### config.mk
export PLATFORM = sky130hd
export DESIGN_NAME = fd_record_scheduler
export DESIGN_NICKNAME = d
export VERILOG_FILES = /design/src/rtl/fd_record_scheduler.sv
export SDC_FILE = /design/constraint.sdc
export NUM_CORES = 1
export LEC_CHECK = 0
export CAP_MARGIN = 5
export CORE_UTILIZATION = 50
export DETAILED_ROUTE_END_ITERATION = 7
export GPL_TIMING_DRIVEN = 0
export PLACE_DENSITY = 0.78
export SKIP_CTS_REPAIR_TIMING = 1
export SLEW_MARGIN = 10
export SYNTH_ARGS = -nofsm -noshare
export SYNTH_HDL_FRONTEND = slang
export SYNTH_SLANG_ARGS = --single-unit
### constraint.sdc
create_clock -name clk -period 14.2 [get_ports clk]
set_clock_uncertainty 0.15 [all_clocks]
set_input_delay 2.84 -clock clk [delete_from_list [all_inputs] [get_ports clk]]
set_output_delay 2.84 -clock clk [all_outputs]
set_load 0.01 [all_outputs]
### src/rtl/fd_record_scheduler.sv
// Shares one DRAM bridge port between D and R record requesters behind a one-entry write-back cache.
// Latency: hit/no-op acks 1 cycle after grant; misses add one or two bridge round trips (evict, fill).
// Backpressure: requests hold until their ack pulse; only one bridge command is ever outstanding.

module fd_record_scheduler #(
    parameter int ID_W      = 8,
    parameter int DATA_W    = 64,
    parameter int FIXED_PRI = 0
) (
    input  logic              clk,
    input  logic              rst,
    input  logic              d_req,
    input  logic              d_wr,
    input  logic [ID_W-1:0]   d_id,
    input  logic [1:0]        d_mask,
    input  logic [DATA_W-1:0] d_wdata,
    output logic              d_ack,
    output logic [DATA_W-1:0] d_rdata,
    input  logic              r_req,
    input  logic              r_wr,
    input  logic [ID_W-1:0]   r_id,
    input  logic [1:0]        r_mask,
    input  logic [DATA_W-1:0] r_wdata,
    output logic              r_ack,
    output logic [DATA_W-1:0] r_rdata,
    input  logic              flush,
    output logic              flush_done,
    output logic              C_in_valid,
    output logic [ID_W-1:0]   C_addr,
    output logic              C_r_wb,
    output logic [DATA_W-1:0] C_data_w,
    input  logic              C_out_valid,
    input  logic [DATA_W-1:0] C_data_r
);

    localparam int HW = DATA_W / 2;

    typedef enum logic [2:0] {S_IDLE, S_WB, S_FILL, S_RESP, S_FDONE} state_t;

    // Overwrite the halves of base selected by mask {hi,lo} with wd.
    function automatic logic [DATA_W-1:0] merge(input logic [DATA_W-1:0] base,
                                                input logic [DATA_W-1:0] wd,
                                                input logic [1:0]        m);
        logic [DATA_W-1:0] r;
        r = base;
        if (m[0]) r[HW-1:0]      = wd[HW-1:0];
        if (m[1]) r[DATA_W-1:HW] = wd[DATA_W-1:HW];
        return r;
    endfunction

    state_t            state_q;
    logic              valid_q, dirty_q, rr_q, flush_pend_q, wb_flush_q, gnt_r_q;
    logic [ID_W-1:0]   cid_q, g_id_q;
    logic [DATA_W-1:0] cdata_q, g_wdata_q;
    logic              g_wr_q;
    logic [1:0]        g_mask_q;
    logic              d_ack_q, r_ack_q, flush_done_q, c_in_valid_q, c_r_wb_q;
    logic [DATA_W-1:0] d_rdata_q, r_rdata_q, c_data_w_q;
    logic [ID_W-1:0]   c_addr_q;

    logic              gnt_r_d, n_wr, flush_any, evict, hit, nop_wr, full_wr, resp_r;
    logic [ID_W-1:0]   n_id;
    logic [1:0]        n_mask;
    logic [DATA_W-1:0] n_wdata, fast_dat, fill_dat;

    assign d_ack      = d_ack_q;
    assign r_ack      = r_ack_q;
    assign d_rdata    = d_rdata_q;
    assign r_rdata    = r_rdata_q;
    assign flush_done = flush_done_q;
    assign C_in_valid = c_in_valid_q;
    assign C_addr     = c_addr_q;
    assign C_r_wb     = c_r_wb_q;
    assign C_data_w   = c_data_w_q;

    // Arbitration, hit detection and the record values a response would carry.
    always_comb begin
        gnt_r_d   = r_req && (!d_req || ((FIXED_PRI == 0) && rr_q));
        n_wr      = gnt_r_d ? r_wr    : d_wr;
        n_id      = gnt_r_d ? r_id    : d_id;
        n_mask    = gnt_r_d ? r_mask  : d_mask;
        n_wdata   = gnt_r_d ? r_wdata : d_wdata;
        flush_any = flush || flush_pend_q;
        evict     = valid_q && dirty_q;
        hit       = valid_q && (n_id == cid_q);
        nop_wr    = n_wr && (n_mask == 2'b00);
        full_wr   = n_wr && (n_mask == 2'b11);
        if (nop_wr)
            fast_dat = cdata_q;
        else if (hit)
            fast_dat = n_wr ? merge(cdata_q, n_wdata, n_mask) : cdata_q;
        else
            fast_dat = n_wdata;
        fill_dat  = merge(C_data_r, g_wdata_q, g_wr_q ? g_mask_q : 2'b00);
        resp_r    = (state_q == S_IDLE) ? gnt_r_d : gnt_r_q;
    end

    // Scheduler FSM: cache state, bridge sequencing and all registered outputs.
    always_ff @(posedge clk or posedge rst) begin
        if (rst) begin
            state_q      <= S_IDLE;
            valid_q      <= 1'b0;
            dirty_q      <= 1'b0;
            rr_q         <= 1'b0;
            flush_pend_q <= 1'b0;
            wb_flush_q   <= 1'b0;
            gnt_r_q      <= 1'b0;
            cid_q        <= '0;
            cdata_q      <= '0;
            g_id_q       <= '0;
            g_wr_q       <= 1'b0;
            g_mask_q     <= 2'b00;
            g_wdata_q    <= '0;
            d_ack_q      <= 1'b0;
            r_ack_q      <= 1'b0;
            d_rdata_q    <= '0;
            r_rdata_q    <= '0;
            flush_done_q <= 1'b0;
            c_in_valid_q <= 1'b0;
            c_addr_q     <= '0;
            c_r_wb_q     <= 1'b0;
            c_data_w_q   <= '0;
        end else begin
            d_ack_q      <= 1'b0;
            r_ack_q      <= 1'b0;
            flush_done_q <= 1'b0;
            c_in_valid_q <= 1'b0;
            if (flush) flush_pend_q <= 1'b1;
            case (state_q)
                S_IDLE: begin
                    if (flush_any) begin
                        if (evict) begin
                            wb_flush_q   <= 1'b1;
                            state_q      <= S_WB;
                            c_in_valid_q <= 1'b1;
                            c_r_wb_q     <= 1'b0;
                            c_addr_q     <= cid_q;
                            c_data_w_q   <= cdata_q;
                        end else begin
                            state_q      <= S_FDONE;
                            flush_done_q <= 1'b1;
                        end
                    end else if (d_req || r_req) begin
                        gnt_r_q   <= gnt_r_d;
                        rr_q      <= !gnt_r_d;
                        g_id_q    <= n_id;
                        g_wr_q    <= n_wr;
                        g_mask_q  <= n_mask;
                        g_wdata_q <= n_wdata;
                        if (nop_wr || hit || (full_wr && !evict)) begin
                            // Served from the cache (or installed outright) with no bridge traffic.
                            state_q <= S_RESP;
                            d_ack_q <= !resp_r;
                            r_ack_q <= resp_r;
                            if (resp_r) r_rdata_q <= fast_dat;
                            else        d_rdata_q <= fast_dat;
                            if (!nop_wr) begin
                                valid_q <= 1'b1;
                                cid_q   <= n_id;
                                cdata_q <= fast_dat;
                                if (n_wr) dirty_q <= 1'b1;
                            end
                        end else if (evict) begin
                            wb_flush_q   <= 1'b0;
                            state_q      <= S_WB;
                            c_in_valid_q <= 1'b1;
                            c_r_wb_q     <= 1'b0;
                            c_addr_q     <= cid_q;
                            c_data_w_q   <= cdata_q;
                        end else begin
                            state_q      <= S_FILL;
                            c_in_valid_q <= 1'b1;
                            c_r_wb_q     <= 1'b1;
                            c_addr_q     <= n_id;
                        end
                    end
                end
                S_WB: begin
                    if (C_out_valid) begin
                        dirty_q <= 1'b0;
                        if (wb_flush_q) begin
                            state_q      <= S_FDONE;
                            flush_done_q <= 1'b1;
                        end else if (g_wr_q && (g_mask_q == 2'b11)) begin
                            // Full-record write needs no fill once the victim is written back.
                            state_q <= S_RESP;
                            valid_q <= 1'b1;
                            dirty_q <= 1'b1;
                            cid_q   <= g_id_q;
                            cdata_q <= g_wdata_q;
                            d_ack_q <= !resp_r;
                            r_ack_q <= resp_r;
                            if (resp_r) r_rdata_q <= g_wdata_q;
                            else        d_rdata_q <= g_wdata_q;
                        end else begin
                            state_q      <= S_FILL;
                            c_in_valid_q <= 1'b1;
                            c_r_wb_q     <= 1'b1;
                            c_addr_q     <= g_id_q;
                        end
                    end
                end
                S_FILL: begin
                    if (C_out_valid) begin
                        state_q <= S_RESP;
                        valid_q <= 1'b1;
                        dirty_q <= g_wr_q;
                        cid_q   <= g_id_q;
                        cdata_q <= fill_dat;
                        d_ack_q <= !resp_r;
                        r_ack_q <= resp_r;
                        if (resp_r) r_rdata_q <= fill_dat;
                        else        d_rdata_q <= fill_dat;
                    end
                end
                S_RESP:  state_q <= S_IDLE;
                S_FDONE: begin
                    // Pulses already merged into this flush are retired; a fresh one starts over.
                    flush_pend_q <= flush;
                    state_q      <= S_IDLE;
                end
                default: state_q <= S_IDLE;
            endcase
        end
    end

endmodule
Yosys cells after proc, flatten, opt, wreduce, memory -nomap -nowiden
Index checks and enable logic that the tools add are counted.
{"block": "totals", "register_bits": 361, "in_bits": 220, "out_inout_bits": 205, "wordCells": 218}
{"block": "op_classes", "eq_ne": 26, "muxes": 138, "bitwise_logic": 1, "reduce_logical": 31}
{"op": "$mux 64", "count": 36}
{"op": "$pmux 64 s3", "count": 3}
{"op": "$mux 8", "count": 17}
{"op": "$mux 32", "count": 4}
{"op": "$mux 1", "count": 58}
{"op": "$ne 2x2->1 const B", "count": 15}
{"op": "$pmux 8 s3", "count": 1}
{"op": "$reduce_and 11->1", "count": 2}
{"op": "$mux 3", "count": 6}
{"op": "$pmux 8 s2", "count": 1}
{"op": "$pmux 1 s3", "count": 4}
{"op": "$pmux 3 s3", "count": 1}
{"op": "$reduce_and 3->1", "count": 3}
{"op": "$reduce_and 9->1", "count": 1}
{"op": "$eq 8x8->1", "count": 1}
{"op": "$mux 2", "count": 4}
{"op": "$reduce_and 8->1", "count": 1}
{"op": "$logic_and 1x1->1", "count": 7}
{"op": "$reduce_and 7->1", "count": 1}
{"op": "$ne 3x3->1 const B", "count": 2}
{"op": "$pmux 1 s2", "count": 3}
{"op": "$reduce_bool 2->1", "count": 3}
{"op": "$logic_or 1x1->1", "count": 5}
{"op": "$eq 2x2->1 const B", "count": 2}
{"op": "other kinds (11)", "count": 15}

Logic depth before layout (Yosys ltp)
Gate-level depths: netlist (run 1).
{"block": "logic_depth", "ltp_word": 13, "depth_mapped": 13, "depth_no_buf": 7}

Least setup slack after synthesis (run 1)
No wires, ideal clock.
{"block": "synth_path", "path_kind": "input to register", "start": "input d_id[2]", "end": "register cdata_q[10]", "setup_ns": 0.128, "arrival_ns": 4.979, "required_ns": 13.922, "slack_ns": 8.943, "cell_stages": 11, "path_buffers": 4, "cell_sequence": "or2_0 > a222oi_1 > nor2_1 > a2111o_1 > buf_2 > o211ai_2 > buf_4 > and2_1 > buf_6 > buf_6 > mux2_1"}
{"block": "synth_between", "elab_chain_len": 10, "elab_cells_between_ends": 14, "classes_between": "eq/ne (2); mux (8); reduce/logical (4)"}
{"item": "start: declaration", "line": "14", "text": "input logic [ID_W-1:0] d_id,"}
{"item": "$mux 8 (*)", "line": "80", "text": "n_id = gnt_r_d ? r_id : d_id;"}
{"item": "$eq 8x8->1 (*)", "line": "85", "text": "hit = valid_q && (n_id == cid_q);"}
{"item": "$logic_and 1x1->1 (*)", "line": "85"}
{"item": "$mux 64", "line": "90", "text": "else if (hit)"}
{"item": "$mux 64", "line": "88", "text": "if (nop_wr)"}
{"item": "$mux 64", "line": "157", "text": "if (!nop_wr) begin"}
{"item": "$mux 64", "line": "150", "text": "if (nop_wr || hit || (full_wr && !evict)) begin"}
{"item": "$mux 64", "line": "143", "text": "end else if (d_req || r_req) begin"}
{"item": "$mux 64", "line": "131", "text": "if (flush_any) begin"}
{"item": "$pmux 64 s3", "line": "129", "text": "case (state_q)"}
{"item": "end signal: assignment", "line": "160", "text": "cdata_q <= fast_dat;"}
{"item": "end signal: assignment", "line": "190", "text": "cdata_q <= g_wdata_q;"}
{"item": "end signal: assignment", "line": "209", "text": "cdata_q <= fill_dat;"}
{"item": "end: declaration", "line": "54", "text": "logic [DATA_W-1:0] cdata_q, g_wdata_q;"}
Mark *: on every way between the ends. The rest lies on a longest branch, timed or not. The select of a mux whose other input is x is not followed.
A chain may end at the register's enable or synchronous reset.

Worst setup path in the final report (run 1)
{"block": "layout_path", "start": "input d_req", "end": "register cdata_q[33]"}
{"block": "layout_between", "elab_chain_len": 13, "elab_cells_between_ends": 30, "classes_between": "eq/ne (5); mux (13); reduce/logical (12)"}
{"item": "start: declaration", "line": "12", "text": "input logic d_req,"}
{"item": "$logic_not 1->1", "line": "78", "text": "gnt_r_d = r_req && (!d_req || ((FIXED_PRI == 0) && rr_q));"}
{"item": "$logic_or 1x1->1", "line": "78"}
{"item": "$logic_and 1x1->1", "line": "78"}
{"item": "$mux 8, or another cell as far along", "line": "80"}
{"item": "$eq 8x8->1 or $mux 32 (tied branches)", "line": "85, 47"}
{"item": "$logic_and 1x1->1 or $mux 64 (tied branches)", "line": "85, 91"}
{"item": "$mux 64", "line": "90"}
{"item": "$mux 64", "line": "88"}
{"item": "$mux 64", "line": "157"}
{"item": "$mux 64", "line": "150"}
{"item": "$mux 64", "line": "143"}
{"item": "$mux 64", "line": "131"}
{"item": "$pmux 64 s3", "line": "129"}
Several ways; a longest one is shown, not always the timed one. The select of a mux whose other input is x is not followed.

==> impl_results.html, run 1 <==
<table>
<tr><th>Metric</th><th>Value</th></tr>
<tr><th colspan="2">Placement</th></tr>
<tr><td>Routability cong.</td><td>0.9524</td></tr>
<tr><td>Area of placed instances</td><td>21820 µm²</td></tr>
<tr><td>HPWL Detailed</td><td>43010 µm</td></tr>
<tr><td>Port bufs</td><td>423</td></tr>
<tr><td>Dpl cells</td><td>2413</td></tr>
<tr><th colspan="2">Run status</th></tr>
<tr><td>Status</td><td>finished clean</td></tr>
<tr><th colspan="2">Clock tree</th></tr>
<tr><td>CTS tree</td><td>built</td></tr>
<tr><td>Maximum count of clock buffers along a single path</td><td>3</td></tr>
<tr><td>Clock slew at reported path FFs</td><td>60 ps</td></tr>
<tr><td>Clk Tree Root Cell</td><td>clkbuf_16</td></tr>
<tr><td>Number of sinks on the clock net</td><td>361</td></tr>
<tr><td>Maximum level of the CTS H-tree</td><td>2</td></tr>
<tr><td>Cts bufs inserted</td><td>39</td></tr>
<tr><td>Skew-Pair Late Insertion Delay</td><td>550 ps</td></tr>
<tr><th colspan="2">Setup path</th></tr>
<tr><td>Type of element capturing the critical path</td><td>register</td></tr>
<tr><td>Launch instance of the worst register-to-register path</td><td>state_q[0]</td></tr>
<tr><td>Startpoint-to-endpoint class of the critical path</td><td>input port to register</td></tr>
<tr><td>Worst flop-to-flop path endpoint</td><td>d_rdata[16]</td></tr>
<tr><td>Required time reported for the critical path endpoint</td><td>14490 ps</td></tr>
<tr><td>Startpoint type of the worst setup path</td><td>input port</td></tr>
<tr><td>Setup crit start</td><td>d_req</td></tr>
<tr><td>R2R cell count</td><td>10</td></tr>
<tr><td>WP data arrival</td><td>6420 ps</td></tr>
<tr><td>Critical path peak fanout</td><td>10</td></tr>
<tr><td>End of the critical path</td><td>cdata_q[33]</td></tr>
<tr><td>FF-to-FF setup slack</td><td>10450 ps</td></tr>
<tr><th colspan="2">Global routing</th></tr>
<tr><td>Number of global-route vias before repair</td><td>15320</td></tr>
<tr><td>Pin count of the biggest net entering global routing</td><td>98</td></tr>
<tr><td>Number of antenna violations at the first check in global routing</td><td>7</td></tr>
<tr><td>First-pass GRT wire length</td><td>89080 µm</td></tr>
<tr><td>Total global routing track utilization</td><td>34.31%</td></tr>
<tr><td>Final global-route overflow total</td><td>0</td></tr>
<tr><th colspan="2">Finish</th></tr>
<tr><td>Ratio of cells with drive above 1 in the final layout</td><td>12.03%</td></tr>
<tr><td>Total number of nets in the final design</td><td>2226</td></tr>
<tr><td>Post-route cell area</td><td>23140 µm²</td></tr>
<tr><td>Synth-to-Final Area Change</td><td>36.68%</td></tr>
<tr><td>Number of cells in the finished layout apart from fillers</td><td>2491</td></tr>
<tr><td>Filler cell count</td><td>2481</td></tr>
<tr><th colspan="2">Timing</th></tr>
<tr><td>Worst slew pin tran</td><td>1137 ps</td></tr>
<tr><td>Setup TNS</td><td>0 ps</td></tr>
<tr><td>Post-route minimum period</td><td>6130 ps</td></tr>
<tr><td>Worst relative slew slack</td><td>23.72%</td></tr>
<tr><td>Setup repair after global routing missed its margin</td><td>false</td></tr>
<tr><td>Final clock period utilization by the worst path</td><td>43.17%</td></tr>
<tr><td>Final setup vio count</td><td>0</td></tr>
<tr><td>Max Slew Vio Count</td><td>0</td></tr>
<tr><td>Maximum frequency from static timing analysis</td><td>163.1 MHz</td></tr>
<tr><td>Number of hold violations in the final report</td><td>0</td></tr>
<tr><th colspan="2">Die</th></tr>
<tr><td>Number of I/O pins</td><td>425</td></tr>
<tr><td>Area of the die</td><td>34610 µm²</td></tr>
<tr><td>Overall die height</td><td>186.0 µm</td></tr>
<tr><td>Initial standard-cell utilization of the core</td><td>50.63%</td></tr>
<tr><td>Die Wd</td><td>186.0 µm</td></tr>
<tr><td>Rows</td><td>67</td></tr>
<tr><td>Area of the placeable core</td><td>33450 µm²</td></tr>
<tr><th colspan="2">Route</th></tr>
<tr><td>Initial drt markers</td><td>1629</td></tr>
<tr><td>Total number of vias</td><td>15220</td></tr>
<tr><td>Number of detailed-route iterations in the first pass</td><td>8</td></tr>
<tr><td>Post-route antenna net violation count</td><td>0</td></tr>
<tr><td>Number of DRC violations after detailed routing</td><td>0</td></tr>
<tr><td>Avg WL per Cell</td><td>23.77 µm</td></tr>
<tr><td>Post-detailed-routing wire length</td><td>59220 µm</td></tr>
<tr><td>Average vias per placed instance</td><td>6.109</td></tr>
<tr><th colspan="2">Pwr</th></tr>
<tr><td>Maximum VDD drop</td><td>143.1 µV</td></tr>
<tr><td>Clock power share</td><td>17.7%</td></tr>
<tr><td>Power Dens Cells</td><td>253.1 nW/µm²</td></tr>
<tr><td>Sequential share of power</td><td>32.4%</td></tr>
<tr><td>Overall power of the completed layout</td><td>5.858 mW</td></tr>
<tr><td>Cell-internal power</td><td>3.528 mW</td></tr>
<tr><td>Comb power frac</td><td>50.0%</td></tr>
<tr><td>Power spent charging and discharging nets</td><td>2.331 mW</td></tr>
<tr><td>Net switching fraction of the power</td><td>39.78%</td></tr>
<tr><td>Static leakage power</td><td>9.641 nW</td></tr>
<tr><th colspan="2">Synthesis</th></tr>
<tr><td>Post-Synthesis Mean Instance Area</td><td>11.00 µm²</td></tr>
<tr><td>Synthesized netlist net count</td><td>1759</td></tr>
<tr><td>Number of enable flip-flop cells after synthesis</td><td>0</td></tr>
<tr><td>Number of unique standard cell types used by synthesis</td><td>54</td></tr>
<tr><td>Flip-flop and latch count after synthesis</td><td>361</td></tr>
<tr><td>Sequential share of the synthesized area</td><td>53.35%</td></tr>
<tr><td>Post-synthesis cell area</td><td>16930 µm²</td></tr>
<tr><td>Synth async-reset ratio</td><td>100.0%</td></tr>
<tr><td>Most common library cells after synthesis</td><td>dfrtp_1, nand2_1, mux2_2, a21oi_1, a31oi_1</td></tr>
<tr><td>Yosys top cell by area</td><td>dfrtp_1</td></tr>
<tr><td>Gate count after technology mapping</td><td>1539</td></tr>
<tr><td>Main flop type after synthesis</td><td>dfrtp_1</td></tr>
<tr><td>Share of the synthesized area in the top cell type</td><td>53.35%</td></tr>
<tr><td>Most numerous cell in the Yosys netlist</td><td>dfrtp_1</td></tr>
<tr><td>Leading post-synthesis cells by cell area</td><td>dfrtp_1, mux2_2, mux2_1</td></tr>
<tr><td>Count of synthesis-stage warnings from yosys</td><td>0</td></tr>
<tr><th colspan="2">Run</th></tr>
<tr><td>Max-cap violations</td><td>0</td></tr>
<tr><th colspan="2">Min path</th></tr>
<tr><td>Min-Delay Path Class</td><td>register to register</td></tr>
</table>
sequential cells by signal (all words and copies together) (netlist names):
| name | count |
|---|---|
| dirty_q | 1 |
| d_ack | 1 |
| rr_q | 1 |
| C_addr | 8 |
| cdata_q | 64 |
| g_wdata_q | 64 |
| r_rdata | 64 |
| state_q | 3 |
| C_in_valid | 1 |
| g_wr_q | 1 |
| g_mask_q | 2 |
| cid_q | 8 |
| flush_pend_q | 1 |
| d_rdata | 64 |
| g_id_q | 8 |
| gnt_r_q | 1 |
| wb_flush_q | 1 |
| C_data_w | 64 |
| C_r_wb | 1 |
| r_ack | 1 |
| valid_q | 1 |
| flush_done | 1 |
worst min path at each step:
stage | endpoint | cells after the start | startpoint
after global routing | g_wdata_q[30] | 2 | g_wdata_q[30]
after global placement | g_wdata_q[2] | 2 | g_wdata_q[2]
after detailed placement | g_wdata_q[13] | 2 | g_wdata_q[13]
final | g_wdata_q[17] | 2 | g_wdata_q[17]
after CTS | g_wdata_q[13] | 2 | g_wdata_q[13]
after floorplan | g_wdata_q[0] | 2 | g_wdata_q[0]
cells by family (layout without fill, tap and decap cells):
family | after synthesis | after routing | synth area share [%]
other cells | 0 | 6 | 0
compound gates | 478 | 478 | 18.66
simple gates | 294 | 294 | 7.086
xor+xnor | 9 | 9 | 0.4655
buf+inv | 147 | 645 | 4.175
mux | 250 | 250 | 16.27
flops | 361 | 361 | 53.35
worst max-delay path, cell delays in order:
cell and delay, ps:
clkdlybuf4s50_1 570, nand2b_1 160, nand2_1 190, buf_2 390, mux2i_2 590, nand2_1 180, a21oi_2 440, clkbuf_1 660
a21oi_1 150, a31oi_1 240
through the flow:
step / hold WS, ps / utilization, % / setup WS, ps
after floorplan: 300.7 / - / 1191
after global placement: 314.0 / 64.96 / -3023
after detailed placement: 323.4 / 65.23 / 7553
after CTS: 336.6 / 69.15 / 8069
after global routing: 356.5 / 69.18 / 7840
final: 339.9 / 69.20 / 8070
layer usage:
layer	vias up	global-route usage, %	wire (µm)
met5	-	0	13
met4	2	14.49	2363
met3	150	10.08	6356
met2	958	58.22	28740
met1	7455	40.45	21750
li1	6652	-	-
power groups by stage:
stage / registers [mW] / clock network [mW] / logic, mW
after floorplan: 1.95 / 0 / 1.53
after global placement: 1.88 / 0 / 2.83
after detailed placement: 1.90 / 0 / 2.90
after CTS: 1.89 / 1.04 / 2.92
after global routing: 1.95 / 1.08 / 3.15
final: 1.90 / 1.04 / 2.93
cell type report:
class | count | area [µm²] | share of cell area, %
Sequential cell | 361 | 9034 | 39.03
Multi-Input combinational cell | 1031 | 7193 | 31.08
Timing Repair Buffer | 426 | 4317 | 18.65
Clock buffer | 63 | 1217 | 5.260
Buffer | 130 | 643.1 | 2.779
Tap cell | 448 | 560.5 | 2.422
Clock inverter | 9 | 93.84 | 0.4054
Inverter | 17 | 71.32 | 0.3081
Antenna cell | 6 | 15.01 | 0.06487
cell usage in the layout (no fill, tap or decap), drive strengths merged, types with 3 or more instances in the layout:
cell             n
clkdlybuf4s50  423
dfrtp          361
mux2           199
nand2          197
clkbuf         146
a21oi          119
a31oi          100
o211ai          97
o21ai           63
nor2            58
mux2i           51
buf             50
a222oi          33
a22oi           32
inv             18
nor3             9
a211oi           9
nand3            8
xnor2            7
diode            6
and2             6
nor2b            6
a21o             5
clkinv           5
nand2b           4
o22ai            4
a2111oi          3
Note: power is estimated with default switching activity, not from simulation.
==> inputs of run 2 (changes only) <==
CORE_UTILIZATION = 45   (was 50)
PLACE_DENSITY = 0.74   (was 0.78)
clock period = 5.1 ns   (was 14.2 ns; I/O delays follow)
==> impl_results.html, run 2 (synthesis gave the netlist of run 1 again) <==
<table>
<tr><th>Metric</th><th>Value</th></tr>
<tr><th colspan="2">Die</th></tr>
<tr><td>Area of the die</td><td>38410 µm² (+11%)</td></tr>
<tr><td>Die Wd</td><td>196.0 µm (+5.4%)</td></tr>
<tr><td>Rows</td><td>70 (+4.5%)</td></tr>
<tr><td>Overall die height</td><td>196.0 µm (+5.4%)</td></tr>
<tr><td>Number of I/O pins</td><td>425 (unchanged)</td></tr>
<tr><td>Initial standard-cell utilization of the core</td><td>46.03% (-4.6 points)</td></tr>
<tr><td>Area of the placeable core</td><td>36790 µm² (+10%)</td></tr>
<tr><th colspan="2">Placement</th></tr>
<tr><td>HPWL Detailed</td><td>44180 µm (+2.7%)</td></tr>
<tr><td>Port bufs</td><td>423 (unchanged)</td></tr>
<tr><td>Routability cong.</td><td>0.9158 (-3.8%)</td></tr>
<tr><td>Setup Slack @ Placement</td><td>235.2 ps (-7318 ps)</td></tr>
<tr><th colspan="2">Finish</th></tr>
<tr><td>Total number of nets in the final design</td><td>2235 (+0.40%)</td></tr>
<tr><td>Ratio of cells with drive above 1 in the final layout</td><td>12.32% (+0.29 points)</td></tr>
<tr><td>Synth-to-Final Area Change</td><td>37.55%</td></tr>
<tr><td>Filler cell count</td><td>2978 (+20%)</td></tr>
<tr><td>Most frequent cells in the layout</td><td>clkdlybuf4s50_1, dfrtp_1, nand2_1, mux2_2, a21oi_1</td></tr>
<tr><td>Area used by sequential logic in the layout</td><td>9034 µm² (unchanged)</td></tr>
<tr><td>Most common library cell in the layout ignoring fill and taps</td><td>clkdlybuf4s50_1</td></tr>
<tr><td>Footprint of the multi-input gates</td><td>7193 µm² (unchanged)</td></tr>
<tr><th colspan="2">Timing</th></tr>
<tr><td>Maximum frequency from static timing analysis</td><td>226.5 MHz</td></tr>
<tr><td>Final clock period utilization by the worst path</td><td>86.56%</td></tr>
<tr><td>Final setup margin</td><td>685.3 ps (-7385 ps)</td></tr>
<tr><td>Worst relative slew slack</td><td>27.34% (+3.6 points)</td></tr>
<tr><td>Post-route minimum period</td><td>4415 ps</td></tr>
<tr><td>Worst hold margin</td><td>334.7 ps (-5.171 ps)</td></tr>
<tr><td>Number of hold violations in the final report</td><td>0 (unchanged)</td></tr>
<tr><td>Max Slew Vio Count</td><td>0 (unchanged)</td></tr>
<tr><td>Final setup vio count</td><td>0 (unchanged)</td></tr>
<tr><td>Worst slew pin tran</td><td>1083 ps (-53.87 ps)</td></tr>
<tr><td>Setup repair after global routing missed its margin</td><td>false</td></tr>
<tr><th colspan="2">Min path</th></tr>
<tr><td>Min-Delay Path Class</td><td>register to register</td></tr>
<tr><th colspan="2">Setup path</th></tr>
<tr><td>Type of element capturing the critical path</td><td>register</td></tr>
<tr><td>Cell family with most CP delay</td><td>buffers and inverters</td></tr>
<tr><td>Critical path's slowest cell</td><td>clkbuf_1</td></tr>
<tr><td>WP data arrival</td><td>4690 ps (-1730 ps)</td></tr>
<tr><td>Buf+Inv Stages, Crit Path</td><td>3 (unchanged)</td></tr>
<tr><td>Slowest stage delay, CP</td><td>640 ps (-20 ps)</td></tr>
<tr><td>Cells along the critical path</td><td>clkdlybuf4s50_1, nand2b_1, nand2_1, buf_2, mux2i_2, nand2_1, a21oi_2, clkbuf_1, a21oi_1, a31oi_1</td></tr>
<tr><td>Startpoint-to-endpoint class of the critical path</td><td>input port to register</td></tr>
<tr><td>Critical path peak fanout</td><td>10 (unchanged)</td></tr>
<tr><td>Required time reported for the critical path endpoint</td><td>5380 ps (-9110 ps)</td></tr>
<tr><td>CP dominant cell by count</td><td>nand2_1</td></tr>
<tr><td>Startpoint type of the worst setup path</td><td>input port</td></tr>
<tr><th colspan="2">Global routing</th></tr>
<tr><td>Number of global-route vias before repair</td><td>15470 (+0.95%)</td></tr>
<tr><td>Number of antenna violations at the first check in global routing</td><td>7 (unchanged)</td></tr>
<tr><td>First-pass GRT wire length</td><td>91120 µm (+2.3%)</td></tr>
<tr><td>Final global-route overflow total</td><td>0 (unchanged)</td></tr>
<tr><td>Total global routing track utilization</td><td>30.98% (-3.3 points)</td></tr>
<tr><td>Pin count of the biggest net entering global routing</td><td>41 (-58%)</td></tr>
<tr><th colspan="2">Route</th></tr>
<tr><td>Number of detailed-route iterations in the first pass</td><td>8 (unchanged)</td></tr>
<tr><td>Avg WL per Cell</td><td>23.93 µm (+0.64%)</td></tr>
<tr><td>Average vias per placed instance</td><td>6.004 (-1.7%)</td></tr>
<tr><td>Post-route antenna net violation count</td><td>0 (unchanged)</td></tr>
<tr><td>Total number of vias</td><td>15130 (-0.60%)</td></tr>
<tr><td>Initial drt markers</td><td>1322 (-19%)</td></tr>
<tr><td>Number of DRC violations after detailed routing</td><td>5 (+5)</td></tr>
<tr><td>Post-detailed-routing wire length</td><td>60270 µm (+1.8%)</td></tr>
<tr><th colspan="2">Clock tree</th></tr>
<tr><td>Skew-Pair Late Insertion Delay</td><td>540 ps (about the same)</td></tr>
<tr><td>Cts bufs inserted</td><td>40 (+2.6%)</td></tr>
<tr><td>CTS tree</td><td>built</td></tr>
<tr><td>Number of sinks on the clock net</td><td>361 (unchanged)</td></tr>
<tr><td>Maximum level of the CTS H-tree</td><td>2 (unchanged)</td></tr>
<tr><td>Clock slew at reported path FFs</td><td>60 ps (about the same)</td></tr>
<tr><td>Maximum count of clock buffers along a single path</td><td>3 (unchanged)</td></tr>
<tr><td>Clk Tree Root Cell</td><td>clkbuf_16</td></tr>
<tr><th colspan="2">Run</th></tr>
<tr><td>Max-cap violations</td><td>0 (unchanged)</td></tr>
<tr><th colspan="2">Pwr</th></tr>
<tr><td>Power Dens Cells</td><td>700.6 nW/µm² (+180%)</td></tr>
<tr><td>Static leakage power</td><td>9.703 nW (+0.64%)</td></tr>
<tr><td>Maximum VDD drop</td><td>381.6 µV (+170%)</td></tr>
<tr><th colspan="2">Run status</th></tr>
<tr><td>Status</td><td>complete, but fails checks</td></tr>
<tr><td>Failing checks</td><td>DRC</td></tr>
</table>
==> run 2: final timing paths <==
path / from / end / slack [ps] / depth (start not counted)
min in group asynchronous: rst / C_in_valid / 770 / 2
hold / removal: g_wdata_q[6] / g_wdata_q[6] / 330 / 2
hold reg to reg: g_wdata_q[6] / g_wdata_q[6] / 330 / 2
max in group asynchronous: rst / d_rdata[11] / 2270 / 8
setup reg to reg: rr_q / cdata_q[34] / 1240 / 9
setup / recovery: d_req / cdata_q[34] / 690 / 10
==> run 2: report_power, final <==
part / switching, mW / internal (mW)
combinational: 4.36 / 3.80
clock: 1.19 / 1.68
sequential: 0.953 / 4.34
==> run 2: through the flow <==
step / instances / util (%) / power (mW) / area [µm²] / setup TNS, ps
2_1_floorplan: 1539 / - / 9.690 / 16940 / -328610
3_3_place_gp: 2430 / 59.15 / 13.16 / 21760 / -1181840
3_5_place_dp: 2441 / 59.79 / 13.42 / 21990 / 0
4_1_cts: 2514 / 63.29 / 16.32 / 23280 / 0
5_1_grt: 2517 / 63.31 / 17.18 / 23290 / 0
6_report: 2519 / 63.32 / 16.32 / 23290 / 0
==> run 2: final cells by class <==
class,count,area share (%)
repair buffers,434,19.19
multi-input cells,1031,30.88
flip-flops and latches,361,38.78
plain buffers,130,2.761
clock buffers,59,4.953
diodes,5,0.05372
inverters,17,0.2901
well taps,468,2.514
clock inverters,14,0.5748
==> run 2: worst register-to-register path, cell delays in order, from the launching register on <==
cell and delay, ps:
dfrtp_1 430, nand2b_1 240, nand2_1 190, buf_2 420, mux2i_2 620, nand2_1 190
a21oi_2 480, clkbuf_1 640, a21oi_1 160, a31oi_1 230
==> run 2: metal layers <==
layer	vias up	GRT usage [%]	wire, µm
li1	6650	-	-
met1	7460	36.88	22440
met2	864	53.72	29380
met3	147	7.633	5888
met4	4	12.38	2531
met5	-	0	30
